--- src/rtl/div_32_bit.sv ---
// div_32_bit: multi-cycle restoring divider for MIPS DIV/DIVU (quotient -> LO, remainder -> HI).
module div_32_bit #(
  parameter int WIDTH = 32
) (
  input  logic             clk,
  input  logic             rst_n,
  input  logic             start,
  input  logic             is_signed,
  input  logic [WIDTH-1:0] dividend,
  input  logic [WIDTH-1:0] divisor,
  output logic             busy,
  output logic             done,
  output logic [WIDTH-1:0] quotient,
  output logic [WIDTH-1:0] remainder,
  output logic             div_by_zero
);
  localparam int CW = $clog2(WIDTH);
  typedef enum logic [2:0] {IDLE, PREP, DIV, FIX, DONE} state_t;
  state_t state;
  logic [WIDTH-1:0] a_r, b_r, rem, quo, a_abs, b_abs, q_fix, r_fix;
  logic [WIDTH:0] rs, df;
  logic [CW-1:0] cnt;
  logic sgn, q_neg, r_neg;
  // df[WIDTH] is the borrow of the trial subtraction: set means restore
  always_comb begin
    rs = {rem, quo[WIDTH-1]};
    df = rs - {1'b0, b_r};
    a_abs = (sgn && a_r[WIDTH-1]) ? -a_r : a_r;
    b_abs = (sgn && b_r[WIDTH-1]) ? -b_r : b_r;
    q_fix = q_neg ? -quo : quo;
    r_fix = r_neg ? -rem : rem;
  end
  always_ff @(posedge clk or negedge rst_n) begin
    if (!rst_n) begin
      state <= IDLE;
      busy <= 1'b0;
      done <= 1'b0;
      quotient <= '0;
      remainder <= '0;
      div_by_zero <= 1'b0;
      a_r <= '0;
      b_r <= '0;
      rem <= '0;
      quo <= '0;
      cnt <= '0;
      sgn <= 1'b0;
      q_neg <= 1'b0;
      r_neg <= 1'b0;
    end else begin
      done <= 1'b0;
      case (state)
        IDLE, DONE: begin
          state <= start ? PREP : IDLE;
          busy <= start;
          if (start) begin
            a_r <= dividend;
            b_r <= divisor;
            sgn <= is_signed;
          end
        end
        PREP: begin
          quo <= a_abs;
          b_r <= b_abs;
          rem <= '0;
          q_neg <= sgn & (a_r[WIDTH-1] ^ b_r[WIDTH-1]);
          r_neg <= sgn & a_r[WIDTH-1];
          cnt <= CW'(WIDTH - 1);
          state <= DIV;
        end
        DIV: begin
          rem <= df[WIDTH] ? rs[WIDTH-1:0] : df[WIDTH-1:0];
          quo <= {quo[WIDTH-2:0], ~df[WIDTH]};
          cnt <= cnt - 1'b1;
          state <= (cnt == '0) ? FIX : DIV;
        end
        FIX: begin
          quotient <= (b_r == '0) ? '1 : q_fix;
          remainder <= (b_r == '0) ? a_r : r_fix;
          div_by_zero <= (b_r == '0);
          busy <= 1'b0;
          done <= 1'b1;
          state <= DONE;
        end
        default: state <= IDLE;
      endcase
    end
  end
endmodule
--- config.mk ---
export PLATFORM = sky130hd
export DESIGN_NAME = div_32_bit
export DESIGN_NICKNAME = d
export VERILOG_FILES = /design/src/rtl/div_32_bit.sv
export SDC_FILE = /design/constraint.sdc
export NUM_CORES = 1
export LEC_CHECK = 0
export BUFFER_PORTS_ARGS = -buffer_cell sky130_fd_sc_hd__buf_2
export CAP_MARGIN = 30
export CORE_ASPECT_RATIO = 0.6
export CORE_MARGIN = 2
export CORE_UTILIZATION = 30
export CTS_CLUSTER_DIAMETER = 40
export DETAILED_ROUTE_END_ITERATION = 12
export PLACE_DENSITY_LB_ADDON = 0.08
export SETUP_SLACK_MARGIN = 0.3
export SYNTH_ARGS = -nofsm -noshare
export SYNTH_HDL_FRONTEND = slang
export SYNTH_SLANG_ARGS = --single-unit
--- constraint.sdc ---
create_clock -name clk -period 3.6 [get_ports clk]
set_clock_uncertainty 0.2 [all_clocks]
set_input_delay 0.54 -clock clk [delete_from_list [all_inputs] [get_ports clk]]
set_output_delay 0.54 -clock clk [all_outputs]
set_load 0.02 [all_outputs]
==> flow_summary.yaml <==
outcome:
  status: "finished, final reports clean"
detailed_routing:
  initialDrtViolationCount: 1083
  vias: 11980
  postRouteAntennaNets: 0
  dr.pass1.iters: 6
  routedWlPerCell_um: 21.3
  wl_um: 48000
  vias_per_cell: 5.32
  drc: 0
yosys:
  ys_ff_latch: 205
  postSynthCellCount: 1460
  syn_area_sq_mm: 0.0127
  synth_flop_cell: "dfrtp_1"
  synthArstFlopShare_pct: 100
  synth_edf_count: 0
  synth_nets: 1566
  ys_seq_area_share_pct: 40.4
  synth.distinct_cells: 69
  yosysWarningCount: 0
  post_synth.cell_area_avg_sq_um: 8.69
clock_tree:
  clock_sinks: 205
  clockBufferDepth: 3
  clk_pin_slew_ns: 0.06
  cts-htree-levels: 2
  clockRootBuffer: "clkbuf_16"
  cts_buffers: 35
  worstSkewPairLatency_ns: 0.54
  cts_tree: "done"
cells_and_area:
  layout.nets: 1763
  nFillCells: 4248
  final_cell_mix: "dfrtp_1, o21ai_0, nand2_1"
  multi_input_area_sq_mm: 0.00742
  final_layout_size_suffix_gt1_share_pct: 25.8
  areaGrowthSynthToFinish_pct: 29.3
  layout_commonest_cell: "dfrtp_1"
  fin_area_sq_mm: 0.0164
  seq_area_sq_mm: 0.00514
  instances_no_fill: 2253
  insertedDiodeCount: 0
  final_util_pct: 39.2
power:
  power_density_mw_per_mm2: 1090
  ir_worst_vdd_mv: 0.415
  cellLeakagePower_nw: 7.21
  fin_total_pwr_w: 0.0179
sta:
  tns_ns: 0
  relSlewSlack_pct: 39.6
  hold_violations: 0
  drv_slew: 0
  tightest_slew_ns: 0.906
  setup_viol: 0
  fmax_mhz: 308
  rsz0062_at_grt: "true"
  post-route-min-period_ns: 3.25
  finalCritPeriodShare_pct: 90.2
global_route:
  grt_pass1_wl_um: 71200
  grt.met2_usage_pct: 27.5
  met1_usage_pct: 34.4
  antenna_found_initial: 1
  gr-total-overflow: 0
  track_usage_pct: 21.2
  grt_max_degree: 79
  use_met3_pct: 5.34
  top_usage_layer: "met1"
  first_global_vias: 11166
worst_setup_path:
  end_kind: "register"
  arrival_ns: 3.43
  path_class: "register to register"
  critPathMaxFanout: 4
  cp.required_ns: 3.78
  r2r_slack_ns: 0.35
  setup.worst_path.start_class: "register"
placement:
  placedCellCount: 2167
  postPlaceCellArea_sq_mm: 0.0145
  hpwl_um: 35300
  gp_congestion: 0.852
  portBuffers: 134
floorplan:
  die-area_sq_mm: 0.0440
  fp.coreArea_sq_mm: 0.0418
  start_util_pct: 30.3
  rows: 58
  die_x_um: 269
  die_h_um: 163
  ios: 135
hold_path:
  hp-class: "input pin to register"
flow_run:
  drv_cap: 0
metrics by stage:
step	setup slack, ns	hold slack [ns]
6_report	0.352	0.0339
5_1_grt	0.233	0.0248
4_1_cts	0.278	0.0121
3_5_place_dp	0.0780	0.266
3_3_place_gp	0.172	0.267
2_1_floorplan	0.341	0.0444
path summary, 6_finish.rpt:
| kind | start | end | depth (start not counted) |
|---|---|---|---|
| max | rem[7] | remainder[29] | 11 |
| max reg2reg | rem[7] | remainder[29] | 11 |
| min | dividend[20] | a_r[20] | 3 |
| max in group asynchronous | rst_n | a_r[8] | 3 |
| min in group asynchronous | rst_n | b_r[9] | 2 |
| min reg2reg | remainder[14] | remainder[14] | 2 |
area by class of cell:
cell class / count / share of cell area [%]
inverters: 57 / 1.30
repair buffers: 250 / 10.3
flip-flops and latches: 205 / 31.3
multi-input cells: 1108 / 45.3
clock buffers: 46 / 6.03
well taps: 570 / 4.35
clock inverters: 17 / 1.47
sequential cells by signal (all words and copies together) (netlist names), 2 cells and up:
name       flops
quotient      32
cnt            5
remainder     32
b_r           32
state          2
rem           32
quo           32
a_r           32
report_power, final:
part	leakage [nW]	internal (W)	switching (W)
logic	4.11	0.00388	0.00582
clock network	0.601	0.00230	0.00125
registers	2.51	0.00335	0.00126
total	7.21	0.00953	0.00834
logic make-up after synthesis:
logic type / Yosys count / share of synthesized area (%)
AO/OA/AOI/OAI: 488 / 23.8
AND/OR/NAND/NOR: 431 / 16.2
flip-flops: 205 / 40.4
buffers and inverters: 147 / 4.74
XOR/XNOR: 119 / 8.22
adder cells (fa/ha/maj): 38 / 3.81
multiplexers: 32 / 2.80
critical path, cell delays in order, from the launching register on:
cell	delay, ns
dfrtp_1	0.39
buf_6	0.13
or4_4	0.51
or4_4	0.53
nor3_4	0.25
buf_4	0.16
nand3_2	0.12
o31ai_4	0.27
xor2_1	0.31
nand2_1	0.08
o21ai_0	0.08
o21ai_0	0.09
cell usage after synthesis (12+ instances only):
library cell	n	area, sq um
nand3_1	32	160
nand2_1	171	642
nor3_1	45	225
xor2_1	64	561
a21oi_1	96	480
inv_1	57	214
ha_1	37	463
a22o_1	16	140
o21ai_0	177	886
a22oi_1	42	315
o22ai_1	14	87.6
o31ai_1	26	195
nand2b_1	14	87.6
a31oi_1	27	169
or3_1	12	75.1
dfrtp_1	205	5130
xnor2_1	55	482
clkbuf_1	76	285
o22a_1	23	201
mux2_2	28	315
nor2_1	90	338
layer usage:
metal  share of wire, %  wire length, um
met1                 54            25800
met2                 38            18200
met3                7.0             3370
met4                1.3              616
met5                  0                0
timing repair:
action                     CTS  global route
pin swaps                    4            27
hold endpoints to repair    75             0
hold buffers                 1             0
buffers inserted             2            16
setup endpoints to repair   53            94
cloned                       0             3
gates resized for setup     16            87
Note: power is estimated with default switching activity, not from simulation.
